## config.mk

```make
export PLATFORM = sky130hd
export DESIGN_NAME = lane_frame_scheduler_flat
export DESIGN_NICKNAME = d
export VERILOG_FILES = /design/src/rtl/game_vga_pkg.sv /design/src/rtl/lane_frame_scheduler_if.sv /design/src/rtl/raster_counter.sv /design/src/rtl/lane_frame_scheduler.sv /design/src/flat_wrapper.sv
export SDC_FILE = /design/constraint.sdc
export NUM_CORES = 1
export LEC_CHECK = 0
export ABC_AREA = 1
export CELL_PAD_IN_SITES_DETAIL_PLACEMENT = 1
export CELL_PAD_IN_SITES_GLOBAL_PLACEMENT = 1
export CORE_ASPECT_RATIO = 1.2
export CORE_MARGIN = 2
export CORE_UTILIZATION = 50
export CTS_BUF_LIST = sky130_fd_sc_hd__clkbuf_8
export DETAILED_ROUTE_END_ITERATION = 10
export DONT_BUFFER_PORTS = 1
export MAX_ROUTING_LAYER = met4
export PLACE_DENSITY_LB_ADDON = 0.25
export SYNTH_ARGS = -nofsm -noshare
export SYNTH_HDL_FRONTEND = slang
export SYNTH_HIERARCHICAL = 1
export SYNTH_SLANG_ARGS = --single-unit
```

## constraint.sdc

```tcl
create_clock -name clk -period 5.04 [get_ports clk]
set_clock_uncertainty 0.2 [all_clocks]
set_input_delay 0.756 -clock clk [delete_from_list [all_inputs] [get_ports clk]]
set_output_delay 0.756 -clock clk [all_outputs]
set_load 0.03 [all_outputs]
```

## src/rtl/game_vga_pkg.sv

```systemverilog
// Shared screen geometry, colour constants and scheduler types for the
// game's VGA write path.
package game_vga_pkg;
   localparam int H_RES_DEF = 320;
   localparam int V_RES_DEF = 240;
   localparam int X_W       = 9;
   localparam int Y_W       = 8;
   localparam int COL_W     = 3;

   localparam logic [COL_W-1:0] BLACK = 3'b000;
   localparam logic [COL_W-1:0] WHITE = 3'b111;

   typedef enum logic [1:0] {IDLE, SWEEP, NOTE_WAIT, NOTE_DRAW} state_e;

   typedef struct packed {
      logic [X_W-1:0]   x;
      logic [Y_W-1:0]   y;
      logic [COL_W-1:0] colour;
   } note_req_t;

   // One adapter write; from_bg selects the painter colour that arrives
   // one cycle after the query instead of a stored colour.
   typedef struct packed {
      logic             plot;
      logic             from_bg;
      logic [X_W-1:0]   x;
      logic [Y_W-1:0]   y;
      logic [COL_W-1:0] colour;
   } pix_t;

   // Coordinates carry one spare bit so note overhang is caught, not wrapped.
   function automatic logic on_screen(input logic [X_W:0] px, input logic [Y_W:0] py,
                                      input int h_res, input int v_res);
      return (int'(px) < h_res) && (int'(py) < v_res);
   endfunction
endpackage

```

## src/rtl/lane_frame_scheduler_if.sv

```systemverilog
// Note request channel plus the vga_adapter write bus driven by the scheduler.
interface lane_frame_scheduler_if;
   import game_vga_pkg::*;

   logic             note_valid;
   logic             note_ready;
   logic [X_W-1:0]   note_x;
   logic [Y_W-1:0]   note_y;
   logic [COL_W-1:0] note_colour;

   logic [X_W-1:0]   x;
   logic [Y_W-1:0]   y;
   logic [COL_W-1:0] colour;
   logic             plot;

   modport master (
      input  note_valid, note_x, note_y, note_colour,
      output note_ready, x, y, colour, plot
   );

   modport slave (
      output note_valid, note_x, note_y, note_colour,
      input  note_ready, x, y, colour, plot
   );
endinterface

```

## src/rtl/raster_counter.sv

```systemverilog
// Walks a w x h rectangle from a latched origin, x fastest, one step per
// cycle; px/py are origin plus offset.
module raster_counter #(
   parameter int XW = 9,
   parameter int YW = 8
) (
   input  logic          clk,
   input  logic          reset,
   input  logic          load,
   input  logic          step,
   input  logic [XW-1:0] x0,
   input  logic [YW-1:0] y0,
   input  logic [XW-1:0] w,
   input  logic [YW-1:0] h,
   output logic [XW-1:0] px,
   output logic [YW-1:0] py,
   output logic          last
);
   logic [XW-1:0] org_x, off_x;
   logic [YW-1:0] org_y, off_y;
   logic          row_end;

   assign row_end = (off_x == w - XW'(1));
   assign last    = row_end && (off_y == h - YW'(1));
   assign px      = org_x + off_x;
   assign py      = org_y + off_y;

   always_ff @(posedge clk) begin
      if (reset) begin
         org_x <= '0;
         org_y <= '0;
         off_x <= '0;
         off_y <= '0;
      end else if (load) begin
         org_x <= x0;
         org_y <= y0;
         off_x <= '0;
         off_y <= '0;
      end else if (step) begin
         if (row_end) begin
            off_x <= '0;
            off_y <= last ? '0 : off_y + YW'(1);
         end else begin
            off_x <= off_x + XW'(1);
         end
      end
   end
endmodule

```

## src/rtl/lane_frame_scheduler.sv

```systemverilog
// Per-frame playfield regeneration: background raster sweep followed by
// note-rectangle overlays, streamed one pixel per cycle into vga_adapter.
module lane_frame_scheduler
   import game_vga_pkg::*;
#(
   parameter int H_RES       = H_RES_DEF,
   parameter int V_RES       = V_RES_DEF,
   parameter int FRAME_TICKS = 833333,
   parameter int NOTE_W      = 20,
   parameter int NOTE_H      = 8
) (
   input  logic                   clk,
   input  logic                   reset,
   input  logic                   enable,
   output logic [X_W-1:0]         qx,
   output logic [Y_W-1:0]         qy,
   input  logic [COL_W-1:0]       bg_colour,
   lane_frame_scheduler_if.master bus,
   output logic                   frame_tick,
   output logic                   busy,
   output logic                   overrun
);
   localparam int               CNT_W    = $clog2(FRAME_TICKS + 1);
   localparam logic [CNT_W-1:0] CNT_LAST = CNT_W'(FRAME_TICKS - 1);

   state_e           state, state_nxt;
   logic [CNT_W-1:0] frame_cnt;
   logic             sweep_load, sweep_step, sweep_last;
   logic             note_load, note_step, note_last;
   logic [X_W-1:0]   sweep_x;
   logic [Y_W-1:0]   sweep_y;
   logic [X_W:0]     note_px;
   logic [Y_W:0]     note_py;
   logic [COL_W-1:0] note_col_q;
   note_req_t        note_in;
   pix_t             pix_d, pix_q;

   assign note_in = '{x: bus.note_x, y: bus.note_y, colour: bus.note_colour};

   // Disabled means held at zero, so re-enabling always gives a full period.
   always_ff @(posedge clk) begin
      if (reset || !enable || frame_cnt == CNT_LAST)
         frame_cnt <= '0;
      else
         frame_cnt <= frame_cnt + CNT_W'(1);
   end

   assign frame_tick = enable && (frame_cnt == CNT_LAST);

   raster_counter #(.XW(X_W), .YW(Y_W)) u_sweep (
      .clk   (clk),
      .reset (reset),
      .load  (sweep_load),
      .step  (sweep_step),
      .x0    ('0),
      .y0    ('0),
      .w     (X_W'(H_RES)),
      .h     (Y_W'(V_RES)),
      .px    (sweep_x),
      .py    (sweep_y),
      .last  (sweep_last)
   );

   raster_counter #(.XW(X_W + 1), .YW(Y_W + 1)) u_note (
      .clk   (clk),
      .reset (reset),
      .load  (note_load),
      .step  (note_step),
      .x0    ({1'b0, note_in.x}),
      .y0    ({1'b0, note_in.y}),
      .w     ((X_W + 1)'(NOTE_W)),
      .h     ((Y_W + 1)'(NOTE_H)),
      .px    (note_px),
      .py    (note_py),
      .last  (note_last)
   );

   always_comb begin
      state_nxt  = state;
      sweep_load = 1'b0;
      sweep_step = 1'b0;
      note_load  = 1'b0;
      note_step  = 1'b0;
      case (state)
         IDLE: begin
            if (frame_tick) begin
               sweep_load = 1'b1;
               state_nxt  = SWEEP;
            end
         end
         SWEEP: begin
            sweep_step = 1'b1;
            if (sweep_last) state_nxt = NOTE_WAIT;
         end
         NOTE_WAIT: begin
            if (bus.note_valid) begin
               note_load = 1'b1;
               state_nxt = NOTE_DRAW;
            end else begin
               state_nxt = IDLE;
            end
         end
         NOTE_DRAW: begin
            note_step = 1'b1;
            if (note_last) state_nxt = NOTE_WAIT;
         end
         default: state_nxt = IDLE;
      endcase
   end

   // Clipped note pixels still spend their cycle, just without a write.
   always_comb begin
      pix_d = '0;
      if (sweep_step) begin
         pix_d.plot    = 1'b1;
         pix_d.from_bg = 1'b1;
         pix_d.x       = sweep_x;
         pix_d.y       = sweep_y;
      end else if (note_step && on_screen(note_px, note_py, H_RES, V_RES)) begin
         pix_d.plot   = 1'b1;
         pix_d.x      = note_px[X_W-1:0];
         pix_d.y      = note_py[Y_W-1:0];
         pix_d.colour = note_col_q;
      end
   end

   always_ff @(posedge clk) begin
      if (reset) begin
         state      <= IDLE;
         overrun    <= 1'b0;
         note_col_q <= BLACK;
         pix_q      <= '0;
      end else begin
         state <= state_nxt;
         pix_q <= pix_d;
         if (frame_tick && state != IDLE) overrun <= 1'b1;
         if (note_load) note_col_q <= note_in.colour;
      end
   end

   assign qx             = sweep_x;
   assign qy             = sweep_y;
   assign busy           = (state != IDLE);
   assign bus.note_ready = (state == NOTE_WAIT);
   assign bus.x          = pix_q.x;
   assign bus.y          = pix_q.y;
   assign bus.plot       = pix_q.plot;
   // Painter answers one cycle after the query, i.e. alongside the registered pixel.
   assign bus.colour     = pix_q.from_bg ? bg_colour : pix_q.colour;
endmodule

```

## src/flat_wrapper.sv

```systemverilog
// flat-port wrapper written by rule: the top's interface ports become plain ports
module lane_frame_scheduler_flat import game_vga_pkg::*;
#(
   parameter int H_RES       = H_RES_DEF,
   parameter int V_RES       = V_RES_DEF,
   parameter int FRAME_TICKS = 833333,
   parameter int NOTE_W      = 20,
   parameter int NOTE_H      = 8
)
  (clk, reset, enable, qx, qy, bg_colour, frame_tick, busy, overrun, bus_note_valid, bus_note_x, bus_note_y, bus_note_colour, bus_note_ready, bus_x, bus_y, bus_colour, bus_plot);
  lane_frame_scheduler_if bus_i ();
  input  logic clk;
  input  logic reset;
  input  logic enable;
  output logic [X_W-1:0] qx;
  output logic [Y_W-1:0] qy;
  input  logic [COL_W-1:0] bg_colour;
  output logic frame_tick;
  output logic busy;
  output logic overrun;
  input wire logic [$bits(bus_i.note_valid)-1:0] bus_note_valid;
  input wire logic [$bits(bus_i.note_x)-1:0] bus_note_x;
  input wire logic [$bits(bus_i.note_y)-1:0] bus_note_y;
  input wire logic [$bits(bus_i.note_colour)-1:0] bus_note_colour;
  output wire logic [$bits(bus_i.note_ready)-1:0] bus_note_ready;
  output wire logic [$bits(bus_i.x)-1:0] bus_x;
  output wire logic [$bits(bus_i.y)-1:0] bus_y;
  output wire logic [$bits(bus_i.colour)-1:0] bus_colour;
  output wire logic [$bits(bus_i.plot)-1:0] bus_plot;
  assign bus_i.note_valid = bus_note_valid;
  assign bus_i.note_x = bus_note_x;
  assign bus_i.note_y = bus_note_y;
  assign bus_i.note_colour = bus_note_colour;
  assign bus_note_ready = bus_i.note_ready;
  assign bus_x = bus_i.x;
  assign bus_y = bus_i.y;
  assign bus_colour = bus_i.colour;
  assign bus_plot = bus_i.plot;
  lane_frame_scheduler #(.H_RES(H_RES), .V_RES(V_RES), .FRAME_TICKS(FRAME_TICKS), .NOTE_W(NOTE_W), .NOTE_H(NOTE_H)) u_core (.clk(clk), .reset(reset), .enable(enable), .qx(qx), .qy(qy), .bg_colour(bg_colour), .bus(bus_i), .frame_tick(frame_tick), .busy(busy), .overrun(overrun));
endmodule
```

==> reports/metrics.cfg, run 1 <==
[clock_network]
htreeDepth = 4
cts-root-buf = clkbuf_8
cts_buffer_depth = 2
clock_latency_ns = 0.47
clock-sinks = 120
path_clk_slew_ns = 0.07
cts_tree = yes
cts_buffers = 17
ctsHoldBuffers = 0
ctsResizeCount = 0
cts_setup_buffers = 0

[floorplanning]
start_util_pct = 51.3
core.rowCount = 50
die_w_um = 120
fp.dieH_um = 143
io_pins = 69
coreArea_um2 = 15700
dieArea_um2 = 17100

[setup_path]
r2r_slack_ns = 1.53
endpoint = qx[8]
crit_type = flop to output port
arrival_ns = 3.23
required_ns = 4.08
rr_worst_depth = 14
end_kind = output port
r2r_end = u_core/bus.y[0]
worstReg2RegStart = u_core/u_note/off_x[0]
crit_path_max_fanout = 5
worstSetupStartpointType = flop
critPathLaunch = u_core/u_sweep/off_x[0]

[synthesis]
synthMuxAreaShare_pct = 0.420
ys_ff_latch = 120
syn_inst = 1218
synth_area_um2 = 8050
synth_top_area_share_pct = 29.8
ys_types = 46
synth_compound_area_share_pct = 8.61
ys_seq_area_share_pct = 29.8
synth.most_common_cell = nand2_1
synth_fa_ha_area_share_pct = 7.52
synthTopCellsByArea = dfxtp_1 (30%), nand2_1 (15%), inv_1 (8.1%)
synth_top_family_by_area = simple AND/OR/NAND/NOR gates
syn_area_per_cell_um2 = 6.61
yosysWarnings = 6
ys.flop_type = dfxtp_1
synthTopCellsByCount = nand2_1 (316), inv_1 (174), nor2_1 (153)
synth-xor-area-share_pct = 7.61
synth-simple-area-share_pct = 34.5
async_flop_share_pct = 0
yosysTopAreaCell = dfxtp_1
synth_edf_count = 0

[power]
seq_power_share_pct = 48.4
power_leakage_nw = 4.35
swShare_pct = 25.2
ir_drop_mv = 0.243
power_frac_comb_pct = 6.4
powerDensity_nw_per_um2 = 218
clock_power_share_pct = 45.1
p_switching_mw = 0.494
intPower_mw = 1.47

[routing]
ant_nets = 0
avgViaCountPerCell = 5.08
wl_um = 24500
drtIter0Drc = 411
first_pass_iters = 4
post-route-drc-count = 0
via_count = 7902
avgRoutedWirePerCell_um = 15.7

[timing]
period_needed_ns = 4.19
hold_violations = 0
fin_crit_sh_pct = 83.1
setup_viol = 0
worst_slew_pin_slew_ns = 0.969
slew_violations = 0
rsz0062_at_grt = no
tns_ns = 0
timing.slew.headroom_pct = 35.0
max_freq_ghz = 0.239
whs_ns = 0.148
setup_slack_ns = 0.852

[final_layout]
nets = 1407
design_area_um2 = 8980
fill_cells = 2237
antenna_cells = 0
syn_to_final_growth_pct = 11.5
drive_gt1_share_pct = 6.91

[global_route]
grt_pass1_vias = 8532
grt_max_degree = 26
grt_pass1_wl_um = 40000
overflow = 0
antenna_found_initial = 0
grtUsageTotal_pct = 30.3

[placement]
dp_hpwl_um = 17700
place.port_buffers = 0
place_ws_ns = 1.50
gp_congestion = 0.847
dpl_cell_area_um2 = 8590

[run_status]
status = finished clean

[worst_hold_path]
hold_path_class = input pin to flop

[run]
cap_violations = 0

## sequential cells by signal (all words and copies together) (netlist names)
| register | flops |
|---|---|
| u_core/frame_cnt | 20 |
| u_core/u_note/off_x | 10 |
| u_core/u_note/org_x | 10 |
| u_core/bus.x | 9 |
| u_core/u_note/off_y | 9 |
| u_core/u_note/org_y | 9 |
| u_core/u_sweep/off_x | 9 |
| u_core/u_sweep/org_x | 9 |
| u_core/bus.y | 8 |
| u_core/u_sweep/off_y | 8 |
| u_core/u_sweep/org_y | 8 |
| u_core/pix_q | 4 |
| u_core/note_col_q | 3 |
| u_core/state | 2 |
| u_core/bus.plot | 1 |
| u_core/overrun | 1 |
## worst min-delay path by stage
stage / from / endpoint / cells past startpoint
floorplan: u_core/note_col_q[0] / u_core/pix_q[0] / 2
global placement: u_core/note_col_q[0] / u_core/pix_q[0] / 2
detailed placement: u_core/note_col_q[0] / u_core/pix_q[0] / 2
CTS: reset / u_core/u_note/org_y[6] / 1
global route: reset / u_core/u_note/org_x[6] / 1
finish: reset / u_core/u_note/org_y[6] / 1
## layout by cell type (no fill, tap or decap), drive strengths merged, types with 3 or more instances in the layout
cell type	Yosys	final
a21oi	65	65
clkbuf	12	21
clkinv	2	6
conb	2	133
dfxtp	120	120
fa	4	4
ha	42	42
inv	183	185
mux2	3	3
nand2	332	332
nand3	67	67
nand4	18	18
nor2	175	175
nor3	19	19
nor3b	6	6
o21ai	58	58
xnor2	25	25
xor2	45	45
## power groups by stage
stage / Sequential [mW] / Combinational, mW / Clock (mW)
after floorplan: 0.971 / 0.103 / 0
after global placement: 0.971 / 0.109 / 0
after detailed placement: 0.971 / 0.112 / 0
after CTS: 0.949 / 0.113 / 0.897
after global routing: 0.949 / 0.147 / 0.940
final: 0.950 / 0.127 / 0.885
## layout make-up
cell class              instances  area [um2]  share of cell area, %
inverters                     185         694                   7.74
well taps                     208         260                   2.90
clock inverters                10         103                   1.14
repair buffers                  1        7.51                 0.0836
flip-flops and latches        120        2400                   26.8
multi-input cells            1009        5220                   58.2
clock buffers                  21         289                   3.22
## critical path, stage by stage (launching register included)
cell and delay [ns]:
dfxtp_1 0.42, ha_1 0.21, inv_1 0.07, fa_1 0.40, o21ai_0 0.38, nand2_1 0.12, nand2_1 0.09, nand2_1 0.06
nand2_1 0.11, nand2_1 0.08, nand2_1 0.07, a21oi_1 0.07, xor2_1 0.67
## stage by stage
stage	cells	utilization [%]	power (mW)
after CTS	1554	57.2	1.96
final	1554	57.2	1.96
after global routing	1554	57.2	2.04
after global placement	1523	54.7	1.08
after detailed placement	1523	54.7	1.08
after floorplan	1349	-	1.07
## layer usage
metal | global-route usage, % | share of wire, % | vias up
li1 | - | - | 3892
met1 | 29.2 | 38 | 3790
met2 | 57.8 | 55 | 160
met3 | 6.99 | 4.1 | 60
met4 | 12.6 | 2.9 | 0
met5 | - | 0 | -
## logic make-up (layout without fill, tap and decap cells)
logic type / count (synthesis) / in the layout
other: 2 / 133
flip-flops: 120 / 120
multiplexers: 3 / 3
AND/OR/NAND/NOR: 624 / 624
adder cells (fa/ha/maj): 46 / 46
XOR/XNOR: 70 / 70
AO/OA/AOI/OAI: 133 / 133
buffers and inverters: 220 / 217
Power figures use the tool's default switching activity.
==> inputs of run 2 (changes only) <==
--- a/config.mk
+++ b/config.mk
@@ -10,7 +10,7 @@
 export CELL_PAD_IN_SITES_GLOBAL_PLACEMENT = 1
 export CORE_ASPECT_RATIO = 1.2
 export CORE_MARGIN = 2
-export CORE_UTILIZATION = 50
+export CORE_UTILIZATION = 48
 export CTS_BUF_LIST = sky130_fd_sc_hd__clkbuf_8
 export DETAILED_ROUTE_END_ITERATION = 10
 export DONT_BUFFER_PORTS = 1
==> constraint.sdc (replaced) <==
create_clock -name clk -period 4.33 [get_ports clk]
set_clock_uncertainty 0.2 [all_clocks]
set_input_delay 0.6495 -clock clk [delete_from_list [all_inputs] [get_ports clk]]
set_output_delay 0.6495 -clock clk [all_outputs]
set_load 0.03 [all_outputs]
==> reports/metrics.cfg, run 2 (synthesis results as in run 1) <==
[run_status]
status = finished clean

[final_layout]
syn_to_final_growth_pct = 12.6
final_common_cell = nand2_1
final_cell_mix = nand2_1 (316), inv_1 (174), nor2_1 (153)
top_register = u_core/frame_cnt
reg_top3 = u_core/frame_cnt (20), u_core/u_note/off_x (10), u_core/u_note/org_x (10)
fin_cells = 1561  ; +0.45%
antenna_cells = 0  ; unchanged
largest_reg_flops = 20  ; unchanged
nets = 1409  ; +0.14%
drive_gt1_share_pct = 7.26  ; +0.36 points

[routing]
wl_um = 22500  ; -7.9%
avgRoutedWirePerCell_um = 14.4  ; -8.3%
avgViaCountPerCell = 4.87  ; -4.3%
first_pass_iters = 5  ; +1
post-route-drc-count = 0  ; unchanged
ant_nets = 0  ; unchanged
drtIter0Drc = 275  ; -33%
via_count = 7598  ; -3.8%

[clock_network]
cts_buffer_depth = 2  ; unchanged
clock_latency_ns = 0.46  ; about the same
ctsResizeCount = 0  ; unchanged
htreeDepth = 4  ; unchanged
path_clk_slew_ns = 0.08  ; about the same
cts_tree = yes
cts_buffers = 17  ; unchanged
ctsHoldBuffers = 0  ; unchanged
cts-root-buf = clkbuf_8
cts_setup_buffers = 0  ; unchanged
clock-sinks = 120  ; unchanged

[timing]
rsz0062_at_grt = no
setup_slack_ns = 0.438  ; -0.415 ns
tns_ns = 0  ; unchanged
max_freq_ghz = 0.257
worst_slew_pin_slew_ns = 0.962  ; -0.00685 ns
fin_crit_sh_pct = 89.9
timing.slew.headroom_pct = 35.4  ; +0.46 points
slew_violations = 0  ; unchanged
whs_ns = 0.0483  ; -0.0999 ns
period_needed_ns = 3.89
setup_viol = 0  ; unchanged
hold_violations = 0  ; unchanged

[setup_path]
arrival_ns = 3.04  ; -0.19 ns
crit_type = flop to output port
r2r_slack_ns = 0.73  ; -0.80 ns
end_kind = output port
crit_path_max_fanout = 5  ; unchanged
worstSetupStartpointType = flop
critPathLaunch = u_core/u_sweep/off_x[0]
slowest_delay_ns = 0.67  ; about the same
worstReg2RegStart = u_core/u_note/off_x[0]
path_cells = ha_1, inv_1, fa_1, o21ai_0, nand2_1, nand2_1, nand2_1, nand2_1, nand2_1, nand2_1, a21oi_1, xor2_1
crit_buf_inv = 1  ; unchanged
crit_family = XOR/XNOR gates
critPathMostFrequentCell = nand2_1
required_ns = 3.48  ; -0.60 ns
r2r_end = u_core/bus.y[4]
endpoint = qx[8]
rr_worst_depth = 14  ; unchanged
cpMaxStageDelayCell = xor2_1
cp_num_cells = 12  ; unchanged

[floorplanning]
io_pins = 69  ; unchanged
core.rowCount = 51  ; +2.0%
coreArea_um2 = 16300  ; +4.0%
dieArea_um2 = 17800  ; +4.0%
start_util_pct = 49.3  ; -2.0 points
fp.dieH_um = 146  ; +2.0%
die_w_um = 122  ; +2.0%

[power]
power_leakage_nw = 4.38  ; +0.66%
power.total_mw = 2.44  ; +24%
powerDensity_nw_per_um2 = 269  ; +23%
ir_drop_mv = 0.211  ; -13%

[global_route]
overflow = 0  ; unchanged
grtUsageTotal_pct = 27.6  ; -2.8 points
grt_pass1_wl_um = 38200  ; -4.6%
grt_pass1_vias = 8245  ; -3.4%
grt_max_degree = 26  ; unchanged
antenna_found_initial = 0  ; unchanged

[run]
cap_violations = 0  ; unchanged

[placement]
gp_congestion = 0.917  ; +8.3%
dp_hpwl_um = 17300  ; -2.1%
dp.cells = 1529  ; +0.39%
place_ws_ns = 0.790  ; -0.706 ns
place.port_buffers = 0  ; unchanged

[worst_hold_path]
hold_path_class = input pin to flop

==> run 2: changes by cell type in the layout (fill, tap and decap cells not counted) <==
cell and change:
bufinv_16 +3, buf_4 +2, clkbuf_8 -2, clkinvlp_4 +2, inv_1 -2
==> run 2: worst min path at each step <==
stage                    startpoint                     end  slack [ns]  cells past startpoint
3_3_place_gp   u_core/note_col_q[0]         u_core/pix_q[0]        0.23                      2
5_1_grt                       reset  u_core/u_note/org_x[8]        0.02                      1
3_5_place_dp   u_core/note_col_q[0]         u_core/pix_q[0]        0.24                      2
4_1_cts                       reset  u_core/u_note/org_x[8]       0.009                      1
2_1_floorplan  u_core/note_col_q[0]         u_core/pix_q[0]        0.22                      2
6_report                      reset  u_core/u_note/org_x[8]        0.05                      1
==> run 2: final cells by class <==
cell class	count	area [um2]
clock buffers	19	262
inverters	185	694
clock inverters	13	200
multi-input cells	1009	5220
well taps	212	265
repair buffers	3	22.5
fillers	2332	7270
flip-flops and latches	120	2400
==> run 2: layer usage <==
layer  routed length (um)  share of wire, %  vias up  GRT usage, %
li1                     -                 -     3884             -
met1                 9090                40     3575          28.4
met2                12200                54       95          50.6
met3                  581               2.6       44          5.09
met4                  692               3.1        0          10.9
met5                    0                 0        -             -
==> run 2: power by group <==
part | switching (mW) | internal, mW | total [mW]
sequential | 0.00109 | 1.10 | 1.10
clock | 0.481 | 0.711 | 1.19
combinational | 0.0999 | 0.0438 | 0.144
total | 0.582 | 1.86 | 2.44
==> run 2: stage by stage <==
step / utilization [%] / area, um2
after floorplan: - / 8540
after global placement: 52.7 / 8610
after detailed placement: 52.7 / 8610
after CTS: 55.5 / 9070
after global routing: 55.5 / 9070
final: 55.5 / 9070
==> run 2: worst register-to-register path: stages (launching register included) <==
cell and delay [ns]:
dfxtp_1 0.43, ha_1 0.23, inv_1 0.08, fa_1 0.41, o21ai_0 0.31, nand2_1 0.11
nand2_1 0.07, a21oi_1 0.08, o21bai_1 0.13, nand2_1 0.07, nand2_1 0.08, xor2_1 0.08
o21ai_0 0.12, nand4_1 0.65, o21ai_0 0.44
